[src/rtl/ascon_patch_fetch.sv]
// Patch fetch front-end for the ASCON decryption stage: a small fully-associative
// patch cache, refilled beat by beat from a narrow patch memory on a miss.
module ascon_patch_fetch #(
  parameter int PATCH_WIDTH          = 320,
  parameter int PATCH_MEM_ADDR_WIDTH = 16,
  parameter int MEM_WIDTH            = 64,
  parameter int CACHE_ENTRIES        = 2,
  localparam int BEATS   = PATCH_WIDTH / MEM_WIDTH,
  localparam int CNT_W   = (BEATS > 1) ? $clog2(BEATS) : 1,
  localparam int IDX_W   = (CACHE_ENTRIES > 1) ? $clog2(CACHE_ENTRIES) : 1,
  localparam int MADDR_W = PATCH_MEM_ADDR_WIDTH + CNT_W
) (
  input  logic                            clk_core_slow_i,
  input  logic                            rst_i,
  input  logic                            flush_i,
  input  logic                            req_valid_i,
  input  logic [PATCH_MEM_ADDR_WIDTH-1:0] req_addr_i,
  output logic                            req_ready_o,
  output logic                            patch_valid_o,
  output logic [PATCH_WIDTH-1:0]          patch_o,
  output logic                            mem_req_o,
  output logic [MADDR_W-1:0]              mem_addr_o,
  input  logic                            mem_gnt_i,
  input  logic                            mem_rvalid_i,
  input  logic [MEM_WIDTH-1:0]            mem_rdata_i
);

  typedef enum logic [1:0] {S_IDLE, S_REQ, S_WAIT, S_FILL} state_t;

  state_t                          state_q, state_d;
  logic [PATCH_MEM_ADDR_WIDTH-1:0] addr_q, addr_d;
  logic [CNT_W-1:0]                cnt_q, cnt_d;
  logic [PATCH_WIDTH-1:0]          line_q;
  logic [CACHE_ENTRIES-1:0]        valid_q;
  logic [PATCH_MEM_ADDR_WIDTH-1:0] tag_q  [CACHE_ENTRIES];
  logic [PATCH_WIDTH-1:0]          data_q [CACHE_ENTRIES];
  logic [IDX_W-1:0]                rr_q;
  logic                            flushed_q;
  logic [PATCH_WIDTH-1:0]          patch_q;
  logic                            patch_valid_q;

  logic [CACHE_ENTRIES-1:0]        tag_match;
  logic [IDX_W-1:0]                hit_idx;
  logic [IDX_W-1:0]                rr_next;
  logic                            accept;
  logic                            hit;
  logic                            beat_done;
  logic                            last_beat;
  logic                            install;

  genvar gi;
  generate
    for (gi = 0; gi < CACHE_ENTRIES; gi++) begin : g_lookup
      assign tag_match[gi] = valid_q[gi] && (tag_q[gi] == req_addr_i);
    end
  endgenerate

  // Lowest matching index wins should two entries ever share a tag.
  always_comb begin
    hit_idx = '0;
    for (int i = CACHE_ENTRIES - 1; i >= 0; i--) begin
      if (tag_match[i]) hit_idx = IDX_W'(i);
    end
  end

  assign accept    = req_valid_i && (state_q == S_IDLE);
  assign hit       = accept && (|tag_match) && !flush_i;
  assign beat_done = (state_q == S_WAIT) && mem_rvalid_i;
  assign last_beat = (cnt_q == CNT_W'(BEATS - 1));
  // A flush seen anywhere during the fetch (or in the fill cycle) vetoes the install.
  assign install   = (state_q == S_FILL) && !flushed_q && !flush_i;
  assign rr_next   = (rr_q == IDX_W'(CACHE_ENTRIES - 1)) ? '0 : rr_q + IDX_W'(1);

  assign patch_o       = patch_q;
  assign patch_valid_o = patch_valid_q;

  always_comb begin
    state_d     = state_q;
    addr_d      = addr_q;
    cnt_d       = cnt_q;
    req_ready_o = 1'b0;
    mem_req_o   = 1'b0;
    mem_addr_o  = '0;
    case (state_q)
      S_IDLE: begin
        req_ready_o = 1'b1;
        if (accept && !hit) begin
          addr_d  = req_addr_i;
          cnt_d   = '0;
          state_d = S_REQ;
        end
      end
      S_REQ: begin
        mem_req_o  = 1'b1;
        mem_addr_o = {addr_q, cnt_q};
        if (mem_gnt_i) state_d = S_WAIT;
      end
      S_WAIT: begin
        if (mem_rvalid_i) begin
          if (last_beat) begin
            state_d = S_FILL;
          end else begin
            cnt_d   = cnt_q + CNT_W'(1);
            state_d = S_REQ;
          end
        end
      end
      S_FILL: begin
        state_d = S_IDLE;
      end
      default: begin
        state_d = S_IDLE;
      end
    endcase
  end

  always_ff @(posedge clk_core_slow_i) begin
    if (rst_i) begin
      state_q       <= S_IDLE;
      addr_q        <= '0;
      cnt_q         <= '0;
      valid_q       <= '0;
      rr_q          <= '0;
      flushed_q     <= 1'b0;
      patch_q       <= '0;
      patch_valid_q <= 1'b0;
    end else begin
      state_q       <= state_d;
      addr_q        <= addr_d;
      cnt_q         <= cnt_d;
      patch_valid_q <= 1'b0;
      if (hit) begin
        patch_q       <= data_q[hit_idx];
        patch_valid_q <= 1'b1;
      end else if (state_q == S_FILL) begin
        patch_q       <= line_q;
        patch_valid_q <= 1'b1;
      end
      flushed_q <= accept ? 1'b0 : (flushed_q | flush_i);
      if (flush_i) begin
        valid_q <= '0;
      end else if (install) begin
        valid_q[rr_q] <= 1'b1;
        rr_q          <= rr_next;
      end
    end
  end

  // Line assembly and cache payload storage carry no reset; validity is tracked above.
  always_ff @(posedge clk_core_slow_i) begin
    if (!rst_i) begin
      if (beat_done) begin
        for (int b = 0; b < BEATS; b++) begin
          if (cnt_q == CNT_W'(b)) line_q[b*MEM_WIDTH +: MEM_WIDTH] <= mem_rdata_i;
        end
      end
      if (install) begin
        tag_q[rr_q]  <= addr_q;
        data_q[rr_q] <= line_q;
      end
    end
  end

endmodule

[config.mk]
export PLATFORM = sky130hd
export DESIGN_NAME = ascon_patch_fetch
export DESIGN_NICKNAME = d
export VERILOG_FILES = /design/src/rtl/ascon_patch_fetch.sv
export SDC_FILE = /design/constraint.sdc
export NUM_CORES = 2
export LEC_CHECK = 0
export BUFFER_PORTS_ARGS = -buffer_cell sky130_fd_sc_hd__buf_4
export CORE_MARGIN = 2
export CORE_UTILIZATION = 40
export DETAILED_ROUTE_END_ITERATION = 8
export GPL_TIMING_DRIVEN = 0
export PLACE_DENSITY = 0.67
export SLEW_MARGIN = 20
export SYNTH_ARGS = -nofsm -noshare
export SYNTH_HDL_FRONTEND = slang
export SYNTH_SLANG_ARGS = --single-unit
[constraint.sdc]
create_clock -name clk_core_slow_i -period 42.7 [get_ports clk_core_slow_i]
set_clock_uncertainty 0.1 [all_clocks]
set_input_delay 2.135 -clock clk_core_slow_i [delete_from_list [all_inputs] [get_ports clk_core_slow_i]]
set_output_delay 2.135 -clock clk_core_slow_i [all_outputs]
set_load 0.02 [all_outputs]
==> qor.yml <==
worstReg2RegEnd: "data_q[1][163]"
setup_violations: 0
post-layout-total-power_w: 0.00262
path_common_cell: "buf_4"
post-route-period-util_pct: 13.2
route.final.wire_length_mm: 111
placedInstanceArea_sq_um: 51000
final_hold_viol_count: 0
start_util_pct: 40.4
drive_gt1_share_pct: 26.0
netlist_area_sq_um: 44800
synth-seq-cells: 1338
critical_path.startpoint: "rst_i"
hold_critical_path_depth: 1
clock_network_latency_to_the_later_pin_of_the_worst_skew_pair_ns: 0.73
final_core_util_pct: 50.1
cts_root_buffer: "clkbuf_16"
register_to_register_path_setup_slack_ns: 38.55
asyncSetResetFlopFracSynth_pct: 0
grt_first_pass_wirelength_mm: 162
rsz_0062_raised_after_global_routing: "false"
first_global_vias: 24400
synth_seq_area_share_pct: 81.9
synthToLayoutAreaGrowth_pct: 23.8
antenna_found_initial: 4
maximum_vdd_drop_v: 0.0000312
finalSetupTns_ns: 0
routed-via-count: 24400
final_hpwl_from_detailed_placement_mm: 75.3
cts_sinks: 1338
final_area_sq_um: 55500
cts-resized-gates: 0
critPathBufInv: 14
residual_overflow_from_global_routing: 0
fp-row-count: 122
place.gp.congestion: 0.761
layout_common_cells: "992 x edfxtp_1, 495 x buf_4, 346 x dfxtp_1"
arrival_ns: 5.95
syn_area_cell_sq_um: 19.5
ff2ff_path_depth: 14
period_needed_ns: 5.62
min_path_type: "flip-flop to flip-flop"
cpLargestDelayFamily: "buffers and inverters"
drtIter0Drc: 1878
critical_path_cell_sequence: "clkbuf_1, clkbuf_1, clkbuf_1, nor3b_2, buf_6, buf_6, buf_6, buf_4, buf_4, buf_6, buf_6, buf_4, buf_4, buf_4, buf_4"
postCtsSetupBuffers: 0
core_region_sq_um: 111000
crit_path_start_kind: "input pin"
cts_tree: "yes"
grt_use_total_pct: 18.9
max_cap_viol_count: 0
post_cts_hold_buffer_count: 0
finalNetCount: 3069
io_pins: 428
timing.critical_path.slowest_cell_delay_ns: 0.85
synthDistinctLibCells: 36
crit_path_end: "data_q[1][163]"
dieHeight_um: 339
ctsLongestPathBuffers: 3
die_w_um: 339
max_slew_margin_pct: 36.3
grt_start_max_net_pins: 41
worst_setup_end_kind: "flip-flop"
critical_path_cell_count: 15
drt_drc_violations_left: 0
synth_warnings: 0
drtAntennaViolNets: 0
clock_tree.htree_level_count: 4
post_synth_inst_count: 2302
pins_over_their_slew_limit: 0
die-area_sq_um: 115000
synthesis.nets: 2393
tritoncts.num_buffers: 138
buffer_ports.inserted: 426
result_of_the_run: "finished, final reports clean"
clk_pin_slew_worst_paths_ns: 0.06
yosys_most_used_dff: "edfxtp_1"
number_of_flops_mapped_to_enable_cells_by_yosys: 992
via_per_inst: 5.33
timing.critical_path.slowest_stage_cell: "nor3b_2"
holdWs_ns: 0.341
drt-pass1-iter-count: 5
final_common_cell: "edfxtp_1"
power.density_nw_per_um2: 47.3
max_freq_ghz: 0.178
timing.rr.start: "state_q[1]"
critical_path_peak_fanout: 11
static-leakage-power_nw: 19.9
setup.worst_path.class: "input pin to flip-flop"
drt-wirelength-per-cell_um: 24.2
cp.required_ns: 43.03
worstMarginPinSlew_ns: 0.951
==> per-layer routing <==
metal  track usage, %  part of all wire, %  vias to the layer above
met5                0                    0                        -
met4             5.39                  2.1                        0
met3             4.97                  7.4                      157
met2             30.8                   48                      790
met1             25.1                   42                    12400
li1                 -                    -                    11000
==> Yosys cell counts (all sizes together) (2+ instances only) <==
| library cell | instances | area [sq um] |
|---|---|---|
| nand2b | 33 | 206 |
| edfxtp | 992 | 29800 |
| nor4 | 7 | 65.1 |
| ha | 5 | 62.6 |
| nand3b | 4 | 30.0 |
| dfxtp | 346 | 6930 |
| nor2b | 2 | 12.5 |
| mux2i | 16 | 160 |
| and2 | 24 | 150 |
| o32ai | 2 | 17.5 |
| nand3 | 6 | 30.0 |
| nor3 | 9 | 50.1 |
| xor2 | 30 | 263 |
| a22o | 320 | 2800 |
| buf | 57 | 487 |
| xnor2 | 3 | 26.3 |
| o22ai | 2 | 18.8 |
| clkbuf | 93 | 349 |
| a21oi | 2 | 10.0 |
| nor2 | 8 | 30.0 |
| a221o | 320 | 3200 |
| nor3b | 2 | 15.0 |
| inv | 5 | 18.8 |
| nand2 | 8 | 30.0 |
==> power by group <==
group,internal (W),switching (W)
clock,0.000674,0.000504
sequential,0.00139,0.00000403
combinational,0.0000198,0.0000325
==> cells by family (layout without fill, tap and decap cells) <==
kind of cell	after synthesis	count (layout)	share of synthesized area, %
AO/OA/AOI/OAI	651	651	13.6
adder cells (fa/ha/maj)	5	5	0.140
other	0	1	0
flip-flops	1338	1338	81.9
AND/OR/NAND/NOR	104	104	1.40
multiplexers	16	16	0.357
buffers and inverters	155	948	1.91
XOR/XNOR	33	33	0.645
==> worst min-delay path by stage <==
| stage | from | endpoint | slack [ns] |
|---|---|---|---|
| after global placement | line_q[162] | data_q[0][162] | 0.35 |
| after floorplan | addr_q[0] | tag_q[0][0] | 0.34 |
| final | data_q[1][257] | patch_o[257] | 0.34 |
| after global routing | data_q[1][67] | patch_o[67] | 0.35 |
| after CTS | data_q[1][64] | patch_o[64] | 0.34 |
| after detailed placement | data_q[1][173] | patch_o[173] | 0.36 |
==> sequential cells by signal, indices dropped and copies added (netlist names), 2 cells and up <==
signal	flops
addr_q	16
cnt_q	3
data_q	640
line_q	320
patch_o	320
state_q	2
tag_q	32
valid_q	2
==> metrics by stage <==
| stage | setup WS (ns) | std cells |
|---|---|---|
| 2_1_floorplan | 14.11 | 2302 |
| 3_3_place_gp | -1.69 | 4216 |
| 3_5_place_dp | 36.31 | 4326 |
| 4_1_cts | 37.09 | 4583 |
| 5_1_grt | 36.81 | 4583 |
| 6_report | 37.08 | 4584 |
==> final cells by class <==
type	instances	area, sq um
antenna	1	2.50
buffer	150	840
clock buffer	203	3930
clock inverter	54	592
fill	9091	55300
inverter	5	18.8
multi-input combinational	809	7260
sequential	1338	36700
tap	1488	1860
timing repair buffer	536	4260
No activity file was read; power rests on OpenSTA's default activity.
